===== config.mk =====
export PLATFORM = sky130hd
export DESIGN_NAME = rptr_empty_lvl
export DESIGN_NICKNAME = d
export VERILOG_FILES = /design/src/rtl/fifo_pkg.sv /design/src/rtl/rptr_empty_lvl_gray2bin_comb.sv /design/src/rtl/rptr_empty_lvl.sv
export SDC_FILE = /design/constraint.sdc
export NUM_CORES = 1
export LEC_CHECK = 0
export ABC_CLOCK_PERIOD_IN_PS = 4600
export CORE_UTILIZATION = 47
export DETAILED_ROUTE_END_ITERATION = 12
export GPL_TIMING_DRIVEN = 0
export PLACE_DENSITY = 0.75
export SETUP_SLACK_MARGIN = 0.15
export SYNTH_ARGS = -nofsm -noshare
export SYNTH_HDL_FRONTEND = slang
export SYNTH_SLANG_ARGS = --single-unit
export TNS_END_PERCENT = 10

===== constraint.sdc =====
create_clock -name rclk -period 4.6 [get_ports rclk]
set_input_delay 0.92 -clock rclk [delete_from_list [all_inputs] [get_ports rclk]]
set_output_delay 0.92 -clock rclk [all_outputs]
set_load 0.005 [all_outputs]

===== src/rtl/fifo_pkg.sv =====
// Shared async-FIFO helpers: pointer width convention and Gray/binary conversions.
// Functions work on a fixed 32-bit container; callers cast to their pointer width.
package fifo_pkg;

    localparam int GRAY_MAX_W = 32;

    // Pointers carry one extra wrap bit above the address width.
    function automatic int ptr_width(input int asize);
        return asize + 1;
    endfunction

    function automatic logic [GRAY_MAX_W-1:0] bin2gray(input logic [GRAY_MAX_W-1:0] b);
        return b ^ (b >> 1);
    endfunction

    function automatic logic [GRAY_MAX_W-1:0] gray2bin(input logic [GRAY_MAX_W-1:0] g);
        logic [GRAY_MAX_W-1:0] b;
        b = '0;
        b[GRAY_MAX_W-1] = g[GRAY_MAX_W-1];
        for (int i = GRAY_MAX_W - 2; i >= 0; i--) begin
            b[i] = b[i+1] ^ g[i];
        end
        return b;
    endfunction

endpackage


===== src/rtl/rptr_empty_lvl_gray2bin_comb.sv =====
// Combinational Gray-to-binary converter; shared by the read and write pointer blocks.
module gray2bin_comb #(
    parameter int W = 5
) (
    input  logic [W-1:0] gray,
    output logic [W-1:0] bin
);

    // Each binary bit is the XOR of all Gray bits at or above it; computed per bit
    // so no bit depends on another output bit.
    generate
        for (genvar gi = 0; gi < W; gi++) begin : g_bit
            assign bin[gi] = ^gray[W-1:gi];
        end
    endgenerate

endmodule


===== src/rtl/rptr_empty_lvl.sv =====
// Read-side pointer, empty flag, fill level, almost-empty and sticky underflow
// for the async FIFO; everything here runs on rclk.
module rptr_empty_lvl
    import fifo_pkg::*;
#(
    parameter int ASIZE    = 4,
    parameter int AE_RESET = 1
) (
    input  logic             rclk,
    input  logic             rrst,
    input  logic             rinc,
    input  logic [ASIZE:0]   rq2_wptr,
    input  logic [ASIZE:0]   rae_thresh,
    input  logic             rae_thresh_we,
    input  logic             rclr_uf,
    output logic [ASIZE-1:0] raddr,
    output logic [ASIZE:0]   rptr,
    output logic             rempty,
    output logic             raempty,
    output logic [ASIZE:0]   rlevel,
    output logic             runderflow
);

    localparam int PW = ptr_width(ASIZE);

    logic [PW-1:0] rbin_reg;
    logic [PW-1:0] rptr_reg;
    logic          rempty_reg;
    logic          raempty_reg;
    logic [PW-1:0] rlevel_reg;
    logic          runderflow_reg;
    logic [PW-1:0] thr_reg;

    logic [PW-1:0] rbin_next;
    logic [PW-1:0] rgray_next;
    logic [PW-1:0] wbin;
    logic [PW-1:0] level_next;
    logic [PW-1:0] thr_eff;
    logic          pop;

    gray2bin_comb #(.W(PW)) u_wptr_g2b (
        .gray (rq2_wptr),
        .bin  (wbin)
    );

    assign pop        = rinc & ~rempty_reg;
    assign rbin_next  = rbin_reg + PW'(pop);
    assign rgray_next = PW'(bin2gray(32'(rbin_next)));
    // Modular subtraction: the wrap bit makes full (2**ASIZE) distinct from empty (0).
    assign level_next = wbin - rbin_next;
    // A threshold written this cycle already governs this cycle's compare.
    assign thr_eff    = rae_thresh_we ? rae_thresh : thr_reg;

    always_ff @(posedge rclk) begin
        if (rrst) begin
            rbin_reg       <= '0;
            rptr_reg       <= '0;
            rempty_reg     <= 1'b1;
            raempty_reg    <= 1'b1;
            rlevel_reg     <= '0;
            runderflow_reg <= 1'b0;
            thr_reg        <= PW'(AE_RESET);
        end else begin
            rbin_reg       <= rbin_next;
            rptr_reg       <= rgray_next;
            rempty_reg     <= (rgray_next == rq2_wptr);
            raempty_reg    <= (level_next <= thr_eff);
            rlevel_reg     <= level_next;
            // Set beats clear when both happen in the same cycle.
            runderflow_reg <= (rinc & rempty_reg) | (runderflow_reg & ~rclr_uf);
            if (rae_thresh_we) begin
                thr_reg <= rae_thresh;
            end
        end
    end

    assign raddr      = rbin_reg[ASIZE-1:0];
    assign rptr       = rptr_reg;
    assign rempty     = rempty_reg;
    assign raempty    = raempty_reg;
    assign rlevel     = rlevel_reg;
    assign runderflow = runderflow_reg;

endmodule


==> results.toml, run 1 <==
[floorplan]
ioPinCount = 32
die_width_um = 51.9
die_y_um = 51.9
initial_utilization_pct = 51.5
core_um2 = 2280
rows = 17
die_area_um2 = 2700

[yosys]
synth_area_um2 = 1170
yosysSeqAreaShare_pct = 37.6
syn_inst = 110
ys_types = 30
avgSynthCellArea_um2 = 10.7
synth_warnings = 0
synth_edf_count = 0
async_flop_share_pct = 0
ys.flop_type = "dfxtp_1"
ys_seq_elements = 22
synth_nets = 136

[routing]
drtIter0Drc = 6
ant_nets = 0
avgViaCountPerCell = 5.01
first_pass_iters = 4
drc = 0
wl_per_cell_um = 12.1
wl_mm = 2.08
vias = 861

[global_route]
grt_pass1_wl_mm = 3.58
antenna_found_initial = 0
overflow = 0
grt_max_degree = 13
grt_pass1_vias = 882
track_usage_pct = 18.0

[placed_design]
gp_congestion = 0.819
port_buffers = 30
dp_hpwl_mm = 1.71
placed_cells = 168
place_ws_ns = 0.181

[pwr]
p_per_area_nw_per_um2 = 308
switchingPower_mw = 0.127
leakage_nw = 0.655
seqPwrFrac_pct = 44.8
comb_power_share_pct = 33.5
irDropWorstVdd_mv = 0.293
switching_share_pct = 26.7
p_clk_share_pct = 21.7
internal_power_mw = 0.349

[clock_network]
clock_sinks = 22
cts_hold_buf = 0
cts-root-buf = "clkbuf_4"
cts_resized = 0
numCtsBuffers = 3
cts.clk_slew.worst_paths_ns = 0.12
h-tree-depth = 1
clk_path_buf_depth = 2
clock_latency_ns = 0.30
cts_setup_buffers = 0
tritoncts = "yes"

[worst_setup_path]
reg2reg_from = "rempty"
r2r_slack_ns = 1.63
endpoint = "raempty"
crit_path_start_kind = "input pin"
timing.rr.end = "raempty"
critPathLaunch = "rq2_wptr[4]"
path_class = "in2reg"
arrival_ns = 4.28
ff2ff_path_depth = 11
crit_required_ns = 4.79
cp_max_fo = 5
end_kind = "register"

[timing]
clock.fmax_mhz = 245
tightest_slew_ns = 0.462
finalHoldViolCount = 0
fin_worst_skew_ns = 0.00935
fin_setup_tns_ns = 0
layout_min_cycle_time_ns = 4.09
finalWorstSetupSlack_ns = 0.511
slew_headroom_pct = 69.1
finalSetupViolations = 0
whs_ns = 0.488
grt_setup_unrepaired = "no"
period_share_pct = 88.9
slew_viol_final = 0

[hold_path]
hold_path.class = "reg2reg"
whs_path_depth = 2
min-delay-start = "rempty"

[final_layout]
mostFrequentLayoutCells = "30 x clkdlybuf4s50_1, 22 x dfxtp_1, 14 x nor2_1"
drive_gt1_share_pct = 6.94
syn2layout_area_growth_pct = 31.7
multi_input_area_um2 = 706
final_common_cell = "clkdlybuf4s50_1"
register_area_um2 = 440
fin_cells = 172
antenna_cells = 0
n_fill_cell = 205
fin_util_pct = 67.8
fin_nets = 171

[run_status]
outcome = "completed"

[run]
drv_cap = 0
final cells by class:
class                      count  share of cell area [%]
timing repair buffer          30                    19.4
clock buffer                   4                    2.35
multi-input combinational     81                    45.7
sequential                    22                    28.5
buffer                         3                   0.729
tap                           28                    2.27
inverter                       4                   0.972
how the worst min path moves through the flow:
stage / to / slack [ns]
after floorplan: runderflow / 0.46
after global placement: runderflow / 0.46
after detailed placement: runderflow / 0.47
after CTS: runderflow / 0.50
after global routing: runderflow / 0.53
final: runderflow / 0.49
worst max-delay path, cell delays in order:
cell and delay, ns:
clkdlybuf4s50_1 0.58, xnor3_2 0.51, xor2_1 0.32, xor2_1 0.11, ha_1 0.24, fa_1 0.42
nor2b_1 0.16, a221o_1 0.17, xnor2_1 0.15, ha_1 0.28, and3_1 0.17, a31oi_1 0.15
o21ai_0 0.10
Yosys cell counts, drive strengths merged, types with 2 or more instances:
cell     n  area [um^2]
xor2     9         78.8
clkbuf   3         11.3
mux2i    5         50.1
nor2b    8         50.1
xnor2   12          139
nor2    14         52.6
inv      4         15.0
xnor3    2         46.3
nand2b   2         12.5
ha      10          125
o21a     3         22.5
a221o    2         20.0
dfxtp   22          440
power groups by stage:
stage / sequential, mW / combinational, mW / clock, mW
after floorplan: 0.220 / 0.0971 / 0
after global placement: 0.217 / 0.156 / 0
after detailed placement: 0.218 / 0.161 / 0
after CTS: 0.213 / 0.162 / 0.106
after global routing: 0.215 / 0.180 / 0.112
final: 0.213 / 0.159 / 0.103
cell families after synthesis:
family | synth area share [%]
adders and majority gates | 12.4
muxes | 5.23
buffers and inverters | 2.24
AOI/OAI and AO/OA | 5.87
and+or+nand+nor | 14.2
DFF | 37.6
xor gates and xnor gates | 22.5
layer usage:
layer | up-vias | track usage, % | share of wire, %
met5 | - | 0 | 0
met2 | 24 | 33.1 | 52
li1 | 430 | - | -
met1 | 405 | 20.1 | 42
met4 | 0 | 3.60 | 0.43
met3 | 2 | 5.56 | 5.7
per-stage QoR:
stage | total power [mW] | instance area [um^2]
3_3_place_gp | 0.373 | 1510
6_report | 0.476 | 1540
2_1_floorplan | 0.317 | 1170
5_1_grt | 0.506 | 1540
4_1_cts | 0.482 | 1540
3_5_place_dp | 0.379 | 1510
Power figures use the tool's default switching activity.
==> run 2: changes to the inputs <==
--- a/config.mk
+++ b/config.mk
@@ -11,6 +11,7 @@
 export GPL_TIMING_DRIVEN = 0
 export PLACE_DENSITY = 0.75
 export SETUP_SLACK_MARGIN = 0.15
+export SLEW_MARGIN = 10
 export SYNTH_ARGS = -nofsm -noshare
 export SYNTH_HDL_FRONTEND = slang
 export SYNTH_SLANG_ARGS = --single-unit
==> constraint.sdc (replaced) <==
create_clock -name rclk -period 4.6 [get_ports rclk]
set_input_delay 0.69 -clock rclk [delete_from_list [all_inputs] [get_ports rclk]]
set_output_delay 0.69 -clock rclk [all_outputs]
set_load 0.005 [all_outputs]
==> results of run 2 <==
The final DEF is identical to that of run 1. Status: completed.
Main changes from that run: setup slack after placement 0.181 ns -> 0.411 ns; setup slack after layout 0.511 ns -> 0.741 ns
==> run 3: changes to the inputs <==
--- a/config.mk
+++ b/config.mk
@@ -5,11 +5,11 @@
 export SDC_FILE = /design/constraint.sdc
 export NUM_CORES = 1
 export LEC_CHECK = 0
-export ABC_CLOCK_PERIOD_IN_PS = 4600
-export CORE_UTILIZATION = 47
+export ABC_CLOCK_PERIOD_IN_PS = 3300
+export CORE_UTILIZATION = 42
 export DETAILED_ROUTE_END_ITERATION = 12
 export GPL_TIMING_DRIVEN = 0
-export PLACE_DENSITY = 0.75
+export PLACE_DENSITY = 0.71
 export SETUP_SLACK_MARGIN = 0.15
 export SLEW_MARGIN = 10
 export SYNTH_ARGS = -nofsm -noshare
==> constraint.sdc (replaced) <==
create_clock -name rclk -period 3.3 [get_ports rclk]
set_input_delay 0.495 -clock rclk [delete_from_list [all_inputs] [get_ports rclk]]
set_output_delay 0.495 -clock rclk [all_outputs]
set_load 0.005 [all_outputs]
==> run 3 against run 2 <==
Compared with the run above:
- clock skew down 0.0067 ns
- via count up 2.2%
- power up 61%
- flip-flop and latch count unchanged
- utilization down 2.9 points
==> results.toml, run 3 (synthesized netlist as in run 1, its figures left out) <==
[clock_network]
clk_path_buf_depth = 2
cts-root-buf = "clkbuf_4"
clock_sinks = 22
tritoncts = "yes"
numCtsBuffers = 3
cts.clk_slew.worst_paths_ns = 0.12
clock_latency_ns = 0.31
cts_hold_buf = 0
h-tree-depth = 1

[pwr]
seqPwrFrac_pct = 38.9
irDropWorstVdd_mv = 0.309
comb_power_share_pct = 33.8
leakage_nw = 0.697
switching_share_pct = 26.5
switchingPower_mw = 0.203
p_per_area_nw_per_um2 = 460
p_clk_share_pct = 27.3
internal_power_mw = 0.564

[timing]
slew_headroom_pct = 69.4
tightest_slew_ns = 0.459
fin_setup_tns_ns = 0
layout_min_cycle_time_ns = 3.04
clock.fmax_mhz = 329
finalSetupViolations = 0
whs_ns = 0.484
fin_worst_skew_ns = 0.00264
period_share_pct = 92.1
finalHoldViolCount = 0
grt_setup_unrepaired = "no"
slew_viol_final = 0

[global_route]
grt_pass1_vias = 917
grt_pass1_wl_mm = 3.76
grt_max_degree = 14
overflow = 0
antenna_found_initial = 0
track_usage_pct = 18.2

[placed_design]
dp_hpwl_mm = 1.75
port_buffers = 30
placed_cells = 170
gp_congestion = 0.753

[final_layout]
fin_nets = 175
fin_cells = 178
final_common_cell = "clkdlybuf4s50_1"
antenna_cells = 0
syn2layout_area_growth_pct = 42.3
mostFrequentLayoutCells = "27 x clkdlybuf4s50_1, 22 x dfxtp_1, 14 x nor2_1"
n_fill_cell = 225
drive_gt1_share_pct = 17.6

[worst_setup_path]
cp_max_fo = 6
crit_required_ns = 3.56
end_kind = "register"
crit_path_start_kind = "input pin"
path_class = "in2reg"
arrival_ns = 3.30
ff2ff_path_depth = 11

[hold_path]
hold_path.class = "reg2reg"
whs_path_depth = 2

[floorplan]
die_y_um = 54.8
core_um2 = 2570
rows = 18
ioPinCount = 32
initial_utilization_pct = 45.7
die_width_um = 54.8
die_area_um2 = 3010

[run_status]
outcome = "completed"

[routing]
vias = 880
ant_nets = 0
drc = 0
wl_per_cell_um = 13.5
avgViaCountPerCell = 4.94
first_pass_iters = 4
drtIter0Drc = 9
wl_mm = 2.40

[run]
drv_cap = 0
## run 3: cell count changes in the layout (fill, tap and decap cells not counted), moves of 2 or more
cell             previous run  this run
clkbuf_2                    0         2
buf_4                       0         4
ha_1                       10         7
ha_4                        0         2
xnor2_1                     9         7
clkdlybuf4s50_1            30        27
## run 3: per-layer routing
layer,wire length [um],up-vias,GRT usage (%)
li1,-,442,-
met2,1280,27,34.7
met5,0,-,0
met1,977,409,19.6
met4,33,0,6.41
met3,108,2,3.06
## run 3: critical path, cell delays in order
cell	delay (ns)
clkdlybuf4s50_1	0.43
nor2b_4	0.15
and2_2	0.23
ha_4	0.18
xnor2_4	0.27
ha_1	0.30
a221o_1	0.36
xor2_1	0.16
ha_1	0.33
o21a_1	0.11
o21a_1	0.17
o21ai_1	0.10
## run 3: path summary, 6_finish.rpt
check / startpoint / endpoint / slack (ns)
max: rinc / raempty / 0.26
min: runderflow / runderflow / 0.48
max reg2reg: rempty / raempty / 0.53
min reg2reg: runderflow / runderflow / 0.48
## run 3: cell type report
class | instances | area (um^2) | share of cell area (%)
multi-input cells | 81 | 792 | 47.5
flip-flops and latches | 22 | 440 | 26.4
repair buffers | 34 | 319 | 19.1
well taps | 30 | 37.5 | 2.25
clock inverters | 1 | 30.0 | 1.80
clock buffers | 3 | 22.5 | 1.35
inverters | 4 | 15.0 | 0.900
plain buffers | 3 | 11.3 | 0.675
## run 3: power by group through the flow
stage	Clock, mW	Sequential (mW)	Combinational (mW)
finish	0.209	0.298	0.259
global route	0.226	0.302	0.293
CTS	0.217	0.298	0.252
detailed placement	0	0.304	0.229
global placement	0	0.303	0.218
floorplan	0	0.306	0.135
## run 3: repair_timing
item                       CTS  global route
buffers inserted             3             1
setup endpoints to repair    1             1
pin swaps                    3             4
gates resized for setup     11            12
## run 3: metrics by stage
stage               instance area [um^2]  utilization, %  power (mW)  worst slack [ns]
global route                        1670            65.0       0.821             0.155
CTS                                 1620            63.2       0.767             0.179
global placement                    1510            58.8       0.521            -0.659
detailed placement                  1510            58.8       0.533            -0.710
floorplan                           1170               -       0.441             0.183
finish                              1670            65.0       0.767             0.260
